### config.mk
export PLATFORM = sky130hd
export DESIGN_NAME = icache_ctrl_sa_flat
export DESIGN_NICKNAME = d
export VERILOG_FILES = /design/src/rtl/icache_pkg.sv /design/src/rtl/icache_ctrl_sa_if.sv /design/src/rtl/icache_repl.sv /design/src/rtl/icache_ctrl_sa.sv /design/src/flat_wrapper.sv
export SDC_FILE = /design/constraint.sdc
export NUM_CORES = 1
export LEC_CHECK = 0
export CORE_UTILIZATION = 35
export DETAILED_ROUTE_END_ITERATION = 7
export PLACE_DENSITY = 0.6
export SYNTH_ARGS = -nofsm -noshare
export SYNTH_HDL_FRONTEND = slang
export SYNTH_SLANG_ARGS = --single-unit
export TNS_END_PERCENT = 10
### constraint.sdc
create_clock -name clk -period 3.4 [get_ports clk]
set_input_delay 0.68 -clock clk [delete_from_list [all_inputs] [get_ports clk]]
set_output_delay 0.68 -clock clk [all_outputs]
set_load 0.01 [all_outputs]
### src/rtl/icache_pkg.sv
// Shared types and elaboration helpers for the set-associative instruction-cache controller.
package icache_pkg;

  typedef enum logic [2:0] {
    IDLE,
    LOOKUP,
    COMPARE,
    REFILL,
    TAGWR,
    READ,
    FLUSH
  } state_t;

  function automatic int clog2(input int v);
    int r;
    r = 0;
    for (int i = 0; i < 31; i++) begin
      if ((1 << i) < v) r = i + 1;
    end
    return r;
  endfunction

  // Byte offset width of a line: word-select bits plus the two byte bits.
  function automatic int off_bits(input int line_words);
    return clog2(line_words) + 2;
  endfunction

  function automatic int index_msb(input int line_words, input int index_bits);
    return off_bits(line_words) + index_bits - 1;
  endfunction

  function automatic logic [15:0] onehot(input logic [3:0] sel);
    return 16'(1) << sel;
  endfunction

endpackage

### src/rtl/icache_ctrl_sa_if.sv
// Fetch, tag/data SRAM and IM refill signals of the instruction-cache controller.
interface icache_ctrl_sa_if #(
  parameter int ADDR_W     = 32,
  parameter int LINE_WORDS = 4,
  parameter int WAYS       = 2,
  parameter int CNT_W      = 64
);
  logic [ADDR_W-1:0]     address;
  logic                  Icache_en;
  logic                  ready;
  logic [WAYS-1:0]       hit_way;
  logic                  stall_in;
  logic                  flush;

  logic [WAYS-1:0]       tag_cs;
  logic                  tag_oe;
  logic [WAYS-1:0]       tag_web;
  logic [LINE_WORDS-1:0] data_cs;
  logic                  data_oe;
  logic [WAYS-1:0]       data_web;
  logic [WAYS-1:0]       rd_way;
  logic                  Istall;
  logic                  IM_enable;
  logic [ADDR_W-1:0]     IM_address;
  logic [CNT_W-1:0]      perf_access;
  logic [CNT_W-1:0]      perf_miss;

  modport master (
    input  address, Icache_en, ready, hit_way, stall_in, flush,
    output tag_cs, tag_oe, tag_web, data_cs, data_oe, data_web, rd_way,
           Istall, IM_enable, IM_address, perf_access, perf_miss
  );

  modport slave (
    output address, Icache_en, ready, hit_way, stall_in, flush,
    input  tag_cs, tag_oe, tag_web, data_cs, data_oe, data_web, rd_way,
           Istall, IM_enable, IM_address, perf_access, perf_miss
  );
endinterface

### src/rtl/icache_repl.sv
// Per-set valid bits, LRU state and victim choice for the instruction cache.
module icache_repl
  import icache_pkg::*;
#(
  parameter int INDEX_BITS = 6,
  parameter int WAYS       = 2
) (
  input  logic                  clk,
  input  logic                  rst,
  input  logic [INDEX_BITS-1:0] index,
  input  logic [WAYS-1:0]       hit_vec,
  input  logic                  fill,
  input  logic [WAYS-1:0]       fill_way,
  input  logic                  update,
  input  logic                  read_way0,
  input  logic                  flush,
  output logic                  hit,
  output logic [WAYS-1:0]       hit_valid,
  output logic [WAYS-1:0]       victim
);
  localparam int SETS = 1 << INDEX_BITS;

  logic [SETS-1:0][WAYS-1:0] valid;

  // NOTE: valid bits live in flops rather than the SRAM macros so that reset and
  // flush can clear every set in one cycle; the tag/data arrays are never reset.
  always_ff @(posedge clk) begin
    if (rst || flush) begin
      valid <= '0;
    end else if (fill) begin
      valid[index] <= valid[index] | fill_way;
    end
  end

  assign hit_valid = hit_vec & valid[index];
  assign hit       = |hit_valid;

  if (WAYS == 2) begin : g_two_way
    logic [SETS-1:0] lru;

    always_ff @(posedge clk) begin
      if (rst || flush) begin
        lru <= '0;
      end else if (update) begin
        // Evict next the way that was not just read.
        lru[index] <= read_way0;
      end
    end

    always_comb begin
      if (!valid[index][0])      victim = 2'b01;
      else if (!valid[index][1]) victim = 2'b10;
      else                       victim = lru[index] ? 2'b10 : 2'b01;
    end
  end else begin : g_one_way
    assign victim = 1'b1;
  end

endmodule

### src/rtl/icache_ctrl_sa.sv
// Instruction-cache controller: lookup, line refill from IM, tag write, read-out and flush.
module icache_ctrl_sa
  import icache_pkg::*;
#(
  parameter int ADDR_W     = 32,
  parameter int LINE_WORDS = 4,
  parameter int INDEX_BITS = 6,
  parameter int WAYS       = 2,
  parameter int CNT_W      = 64
) (
  input logic              clk,
  input logic              rst,
  icache_ctrl_sa_if.master bus
);
  localparam int OFF    = off_bits(LINE_WORDS);
  localparam int WORD_W = clog2(LINE_WORDS);
  localparam logic [WORD_W-1:0] LAST = WORD_W'(LINE_WORDS - 1);

  state_t state, next_state;

  logic [WORD_W-1:0]     cnt;
  logic [WAYS-1:0]       victim_q;
  logic [WAYS-1:0]       hit_valid_q;
  logic                  hit_q;
  logic                  flush_pend;
  logic [CNT_W-1:0]      access_q;
  logic [CNT_W-1:0]      miss_q;

  logic [INDEX_BITS-1:0] index;
  logic [WORD_W-1:0]     word;
  logic                  beat;
  logic                  hit;
  logic [WAYS-1:0]       hit_valid;
  logic [WAYS-1:0]       victim;
  logic [WAYS-1:0]       rd_sel;

  assign index  = bus.address[index_msb(LINE_WORDS, INDEX_BITS):OFF];
  assign word   = bus.address[OFF-1:2];
  assign beat   = bus.ready && !bus.stall_in;
  assign rd_sel = hit_q ? hit_valid_q : victim_q;

  icache_repl #(
    .INDEX_BITS(INDEX_BITS),
    .WAYS      (WAYS)
  ) u_repl (
    .clk      (clk),
    .rst      (rst),
    .index    (index),
    .hit_vec  (bus.hit_way),
    .fill     (state == TAGWR),
    .fill_way (victim_q),
    .update   (state == READ),
    .read_way0(rd_sel[0]),
    .flush    (state == FLUSH),
    .hit      (hit),
    .hit_valid(hit_valid),
    .victim   (victim)
  );

  // NOTE: sequential state uses non-blocking assignments so every flop samples
  // the pre-edge values, independent of the order the blocks are evaluated in.
  always_ff @(posedge clk) begin
    if (rst) state <= IDLE;
    else     state <= next_state;
  end

  always_ff @(posedge clk) begin
    if (rst) begin
      cnt         <= '0;
      victim_q    <= '0;
      hit_valid_q <= '0;
      hit_q       <= 1'b0;
      flush_pend  <= 1'b0;
      access_q    <= '0;
      miss_q      <= '0;
    end else begin
      if (state == REFILL && beat) begin
        cnt <= (cnt == LAST) ? '0 : cnt + 1'b1;
      end
      if (state == COMPARE) begin
        hit_q       <= hit;
        hit_valid_q <= hit_valid;
        if (!hit) victim_q <= victim;
        if (access_q != {CNT_W{1'b1}}) access_q <= access_q + 1'b1;
        if (!hit && miss_q != {CNT_W{1'b1}}) miss_q <= miss_q + 1'b1;
      end
      // A flush seen mid-access is remembered and serviced once back in IDLE.
      if (state == FLUSH)                    flush_pend <= 1'b0;
      else if (bus.flush && state != IDLE)   flush_pend <= 1'b1;
    end
  end

  always_comb begin
    next_state = state;
    case (state)
      IDLE: begin
        if (bus.flush || flush_pend) next_state = FLUSH;
        else if (bus.Icache_en)      next_state = LOOKUP;
      end
      LOOKUP:  next_state = COMPARE;
      COMPARE: next_state = hit ? READ : REFILL;
      REFILL:  if (beat && cnt == LAST) next_state = TAGWR;
      TAGWR:   next_state = READ;
      READ:    next_state = IDLE;
      FLUSH:   next_state = IDLE;
      default: next_state = IDLE;
    endcase
  end

  // NOTE: every output gets a default before the case so no path leaves a
  // signal unassigned, which would otherwise infer a latch.
  always_comb begin
    bus.tag_cs     = '0;
    bus.tag_oe     = 1'b0;
    bus.tag_web    = '1;
    bus.data_cs    = '0;
    bus.data_oe    = 1'b0;
    bus.data_web   = '1;
    bus.rd_way     = '0;
    bus.Istall     = 1'b1;
    bus.IM_enable  = 1'b0;
    bus.IM_address = bus.address;
    case (state)
      IDLE: bus.Istall = bus.Icache_en || bus.flush || flush_pend;
      LOOKUP: begin
        bus.tag_cs = '1;
        bus.tag_oe = 1'b1;
      end
      REFILL: begin
        bus.IM_enable  = 1'b1;
        bus.IM_address = {bus.address[ADDR_W-1:OFF], cnt, 2'b00};
        bus.data_cs    = LINE_WORDS'(onehot(4'(cnt)));
        bus.data_web   = bus.stall_in ? '1 : ~victim_q;
      end
      TAGWR: begin
        bus.tag_cs  = victim_q;
        bus.tag_web = ~victim_q;
      end
      READ: begin
        bus.data_oe = 1'b1;
        bus.data_cs = LINE_WORDS'(onehot(4'(word)));
        bus.rd_way  = rd_sel;
        bus.Istall  = 1'b0;
      end
      default: ;
    endcase
  end

  assign bus.perf_access = access_q;
  assign bus.perf_miss   = miss_q;

endmodule

### src/flat_wrapper.sv
// flat-port wrapper written by rule: the top's interface ports become plain ports
module icache_ctrl_sa_flat import icache_pkg::*;
#(
  parameter int ADDR_W     = 32,
  parameter int LINE_WORDS = 4,
  parameter int INDEX_BITS = 6,
  parameter int WAYS       = 2,
  parameter int CNT_W      = 64
)
  (clk, rst, bus_address, bus_Icache_en, bus_ready, bus_hit_way, bus_stall_in, bus_flush, bus_tag_cs, bus_tag_oe, bus_tag_web, bus_data_cs, bus_data_oe, bus_data_web, bus_rd_way, bus_Istall, bus_IM_enable, bus_IM_address, bus_perf_access, bus_perf_miss);
  icache_ctrl_sa_if #(.ADDR_W(ADDR_W), .LINE_WORDS(LINE_WORDS), .WAYS(WAYS), .CNT_W(CNT_W)) bus_i ();
  input logic clk;
  input logic rst;
  input wire logic [$bits(bus_i.address)-1:0] bus_address;
  input wire logic [$bits(bus_i.Icache_en)-1:0] bus_Icache_en;
  input wire logic [$bits(bus_i.ready)-1:0] bus_ready;
  input wire logic [$bits(bus_i.hit_way)-1:0] bus_hit_way;
  input wire logic [$bits(bus_i.stall_in)-1:0] bus_stall_in;
  input wire logic [$bits(bus_i.flush)-1:0] bus_flush;
  output wire logic [$bits(bus_i.tag_cs)-1:0] bus_tag_cs;
  output wire logic [$bits(bus_i.tag_oe)-1:0] bus_tag_oe;
  output wire logic [$bits(bus_i.tag_web)-1:0] bus_tag_web;
  output wire logic [$bits(bus_i.data_cs)-1:0] bus_data_cs;
  output wire logic [$bits(bus_i.data_oe)-1:0] bus_data_oe;
  output wire logic [$bits(bus_i.data_web)-1:0] bus_data_web;
  output wire logic [$bits(bus_i.rd_way)-1:0] bus_rd_way;
  output wire logic [$bits(bus_i.Istall)-1:0] bus_Istall;
  output wire logic [$bits(bus_i.IM_enable)-1:0] bus_IM_enable;
  output wire logic [$bits(bus_i.IM_address)-1:0] bus_IM_address;
  output wire logic [$bits(bus_i.perf_access)-1:0] bus_perf_access;
  output wire logic [$bits(bus_i.perf_miss)-1:0] bus_perf_miss;
  assign bus_i.address = bus_address;
  assign bus_i.Icache_en = bus_Icache_en;
  assign bus_i.ready = bus_ready;
  assign bus_i.hit_way = bus_hit_way;
  assign bus_i.stall_in = bus_stall_in;
  assign bus_i.flush = bus_flush;
  assign bus_tag_cs = bus_i.tag_cs;
  assign bus_tag_oe = bus_i.tag_oe;
  assign bus_tag_web = bus_i.tag_web;
  assign bus_data_cs = bus_i.data_cs;
  assign bus_data_oe = bus_i.data_oe;
  assign bus_data_web = bus_i.data_web;
  assign bus_rd_way = bus_i.rd_way;
  assign bus_Istall = bus_i.Istall;
  assign bus_IM_enable = bus_i.IM_enable;
  assign bus_IM_address = bus_i.IM_address;
  assign bus_perf_access = bus_i.perf_access;
  assign bus_perf_miss = bus_i.perf_miss;
  icache_ctrl_sa #(.ADDR_W(ADDR_W), .LINE_WORDS(LINE_WORDS), .INDEX_BITS(INDEX_BITS), .WAYS(WAYS), .CNT_W(CNT_W)) u_core (.clk(clk), .rst(rst), .bus(bus_i));
endmodule
==> impl_results.md <==
* Largest cells by area after synthesis: sky130_fd_sc_hd__dfxtp_1, sky130_fd_sc_hd__a21oi_1, sky130_fd_sc_hd__nor2_1
* Fin nets at 2129
* Wire length of the first global-routing pass at 72.9 mm
* Count of yosys warnings during synthesis at 0
* Number of slew-limit violations in the final report at 0
* Buffers on Ports at 171
* Register cell area after layout at 0.00663 mm2
* Data required time of the worst path at 3.87 ns
* Crit-path most repeated cell: sky130_fd_sc_hd__buf_4
* Cell area after placement at approximately 0.019 mm2
* Most instantiated flip-flop cell in the synthesis netlist: sky130_fd_sc_hd__dfxtp_1
* H-tree level count at 2
* Comb power frac at 14.4%
* Cell type with the largest total area after synthesis: sky130_fd_sc_hd__dfxtp_1
* Unrepaired setup endpoints after global routing: true
* Worst Tran Pin Value at 1.05 ns
* Endpoints failing hold at 0
* Global route total overflow at 0
* Die ar. at ~0.045 mm2
* Portion of total power attributed to sequential cells at a little over two fifths
* Peak clock frequency supported by timing at 300 MHz
* Synthesized flop and latch total at 331
* Pin count of the biggest net entering global routing at 112
* Clock tree from TritonCTS: done
* Worst-path cell chain: clkdlybuf4s50_1, buf_6, nor2_1, buf_4, buf_4, a221o_1, a21oi_2, o22ai_2, o41ai_4, buf_4, buf_4, nand4_1, buf_6, or4b_1, a21oi_1
* Arrival time of the worst setup path at approximately 3.8 ns
* Worst min-delay path category: register to register
* Average size of a mapped cell at 8.26 um2
* Nature of the critical path startpoint: input pin
* Hold Path Cell Cnt at 2
* Cell at the root of the clock tree: sky130_fd_sc_hd__clkbuf_16
* Placer congestion estimate at 0.858
* Gr usage total at 20.0%
* Total iterations of the first detailed-routing run at 5
* Outcome: finished clean
* Average vias per placed instance at 5.46
* Register-to-register path setup slack at 0.23 ns
* Design area at 0.0200 mm2
* Synth top cells by count: sky130_fd_sc_hd__dfxtp_1, sky130_fd_sc_hd__nor2_1, sky130_fd_sc_hd__a21oi_1
* Fraction of layout cells with a size suffix above 1 at 13.0%
* Clock network fraction of design power at 43.6%
* Seq/Total Area, Yosys at between 40% and 50%
* Switching Power at between 2 and 3 mW
* CTS Buf Count at 39
* Cell family contributing the most delay on the critical path: buffers and inverters
* Number of global-route vias before repair at around 13000
* Count leader, synth: sky130_fd_sc_hd__dfxtp_1
* Slew headroom at 29.9%
* Initial core utilization at around 36%
* Internal power at 7.01 mW
* LEAKAGE at 6.70 nW
* Post-layout minimum cycle time at 3.34 ns
* Number of cell rows at 76
* Slowest cell on the critical path: sky130_fd_sc_hd__clkdlybuf4s50_1
* Register-to-Register Path Depth at 9
* Number of remaining DRC errors at 0
* Max-cap violations at 0
* Hpwl dp at 32.8 mm
* Core footprint at 0.0435 mm2
* Power per unit of standard cell area at 478 mW/mm2
* Setup WS pre-CTS at -0.606 ns
* Number of antenna violations at the first check in global routing at 2
* Setup-violating endpoint count in the final report at 0
* Post-Syn Nets at 1924
* First DRT Iteration DRCs at 1071
* WS Path Type: input pin to register
* Overall power at 9.59 mW
* Non-Filler Instances at 2698
* Number of buffer and inverter stages on the critical path at 7
* I/O pins at 216
* CTS clock-pin slew for the worst setup and hold paths at about 0.060 ns
* Number of hold buffers added after cts at 0
* Stage delay of the slowest cell on the critical path at 0.47 ns
* Clk_skew at 0.0198 ns
* Min-Delay Endpoint: u_core.bus.perf_access[32]
* Startpoint of the tightest hold check path: u_core.bus.perf_access[32]
* Area added between synthesis and finish at 28.9%
* X dimension of the die at 213 um
* Number of enable-type register cells in the synthesized netlist at 0
* # clock sinks at 331
* Worst IR drop on VDD at 294 uV
* Residual antenna-violating net count after detailed routing at 0
* Count of cell types in the netlist at 62
* Post-synthesis instance area at 0.0155 mm2
* FF-to-FF End: u_core.bus.perf_miss[35]
* Buffer depth of the longest clock path at 3
* Maximum fanout count along the critical path at 11
* Total area of multi-input combinational cells at 0.00814 mm2
* Filler cells at 4137
* Die height at 213 um
* Crit share post-route at 98.2%
* Switching part of the total at 26.9%
* Critical Path End Type: register
* Post-layout worst setup margin at 0.0625 ns
* Routed Wire Length at 46.6 mm
* Cell count after synthesis at 1881
* Fraction of synthesized cell area taken by the top area cell type at 42.6%
* Fraction of registers with async set/reset at 0%
* Number of vias after detailed routing at around 15000
* Average detailed-routed wire length per instance at around 17 um
* Insertion delay of the later-clocked pin in the worst-skew pair at 0.55 ns
* Number of cells after detailed placement at 2624
* FF-to-FF Start: u_core.bus.perf_miss[2]
[cell families after synthesis]
logic type	count (synthesis)	synth area share (%)
xor gates and xnor gates	61	3.44
adders and majority gates	3	0.242
buffers and inverters	191	5.62
DFF	331	42.6
and+or+nand+nor	765	24.1
AOI/OAI and AO/OA	482	19.8
muxes	48	4.14
[cells in the final DEF (no fill, tap or decap), types with 7 or more instances in the layout]
| cell | synthesis | layout |
|---|---|---|
| sky130_fd_sc_hd__a211oi_1 | 120 | 120 |
| sky130_fd_sc_hd__a21oi_1 | 208 | 207 |
| sky130_fd_sc_hd__a221o_1 | 8 | 8 |
| sky130_fd_sc_hd__a221oi_1 | 15 | 15 |
| sky130_fd_sc_hd__a22o_1 | 7 | 7 |
| sky130_fd_sc_hd__a22oi_1 | 21 | 21 |
| sky130_fd_sc_hd__and2_1 | 8 | 7 |
| sky130_fd_sc_hd__and3_1 | 29 | 29 |
| sky130_fd_sc_hd__and4_1 | 20 | 20 |
| sky130_fd_sc_hd__buf_12 | 0 | 16 |
| sky130_fd_sc_hd__buf_4 | 30 | 145 |
| sky130_fd_sc_hd__clkbuf_1 | 104 | 7 |
| sky130_fd_sc_hd__clkbuf_16 | 0 | 43 |
| sky130_fd_sc_hd__clkbuf_8 | 0 | 13 |
| sky130_fd_sc_hd__clkdlybuf4s50_1 | 0 | 168 |
| sky130_fd_sc_hd__dfxtp_1 | 331 | 331 |
| sky130_fd_sc_hd__inv_1 | 19 | 18 |
| sky130_fd_sc_hd__mux2_2 | 7 | 7 |
| sky130_fd_sc_hd__mux2i_1 | 29 | 29 |
| sky130_fd_sc_hd__mux4_2 | 11 | 11 |
| sky130_fd_sc_hd__nand2_1 | 120 | 120 |
| sky130_fd_sc_hd__nand3_1 | 61 | 61 |
| sky130_fd_sc_hd__nand4_1 | 48 | 48 |
| sky130_fd_sc_hd__nor2_1 | 267 | 266 |
| sky130_fd_sc_hd__nor2b_1 | 12 | 9 |
| sky130_fd_sc_hd__nor3_1 | 92 | 91 |
| sky130_fd_sc_hd__nor4_1 | 12 | 9 |
| sky130_fd_sc_hd__o21a_1 | 9 | 9 |
| sky130_fd_sc_hd__o21ai_0 | 41 | 41 |
| sky130_fd_sc_hd__o22ai_1 | 12 | 11 |
| sky130_fd_sc_hd__o31ai_1 | 16 | 16 |
| sky130_fd_sc_hd__or2_2 | 8 | 8 |
| sky130_fd_sc_hd__or3_1 | 42 | 42 |
| sky130_fd_sc_hd__or4_1 | 18 | 18 |
| sky130_fd_sc_hd__xnor2_1 | 7 | 7 |
| sky130_fd_sc_hd__xor2_1 | 54 | 54 |
[per-stage QoR]
step | utilization (%) | setup TNS [ns] | hold slack [ns]
detailed placement | 42.8 | -45.97 | 0.484
floorplan | - | 0 | 0.454
global placement | 42.8 | -43.79 | 0.472
CTS | 45.8 | 0 | 0.496
finish | 46.1 | 0 | 0.494
global route | 46.1 | -0.0969 | 0.514
[power groups by stage]
stage	clock network, mW	registers (mW)	logic (mW)
2_1_floorplan	0	4.07	0.777
3_3_place_gp	0	4.11	1.29
3_5_place_dp	0	4.11	1.30
4_1_cts	4.27	4.02	1.30
5_1_grt	4.45	4.03	1.48
6_report	4.18	4.03	1.38
[per-layer routing]
metal | routed length, um | global-route usage (%)
met5 | 0 | 0
met4 | 1250 | 7.39
met3 | 2540 | 3.35
met2 | 21000 | 31.3
met1 | 21800 | 27.5
[how the worst max path moves through the flow]
| stage | start | to | depth (start not counted) |
|---|---|---|---|
| after CTS | u_core.state[1] | bus_data_cs[2] | 7 |
| after floorplan | bus_address[6] | u_core.bus.perf_miss[48] | 12 |
| after global routing | bus_address[5] | u_core.bus.perf_miss[35] | 15 |
| final | bus_address[5] | u_core.bus.perf_miss[35] | 15 |
| after detailed placement | bus_address[5] | u_core.bus.perf_miss[21] | 13 |
| after global placement | bus_address[5] | u_core.bus.perf_miss[47] | 14 |
[state kept, by name, summed over array words and instances (netlist names)]
register	cells
u_core.flush_pend	1
u_core.cnt	2
u_core.u_repl.g_two_way.lru	64
u_core.bus.perf_access	64
u_core.hit_valid_q	2
u_core.hit_q	1
u_core.state	3
u_core.victim_q	2
u_core.u_repl.valid	128
u_core.bus.perf_miss	64
[tightest hold or removal path, delay by kind of cell (launching register included)]
kind,cells,cell delay [ns]
simple gates,1,0.06
compound gates,1,0.05
flops,1,0.33
[area by class of cell]
type / instances / area share [%]
clock inverters: 5 / 0.268
clock buffers: 61 / 6.14
repair buffers: 335 / 15.8
inverters: 20 / 0.393
well taps: 585 / 3.65
flip-flops and latches: 331 / 33.1
multi-input cells: 1359 / 40.6
diodes: 2 / 0.0250
[timing repair]
| item | CTS | global route |
|---|---|---|
| cloned | 0 | 2 |
| pin swaps | 0 | 5 |
| buffers inserted | 0 | 4 |
| endpoints found under the setup margin | 5 | 37 |
| resized for setup | 1 | 13 |
Note: power is estimated with default switching activity, not from simulation.
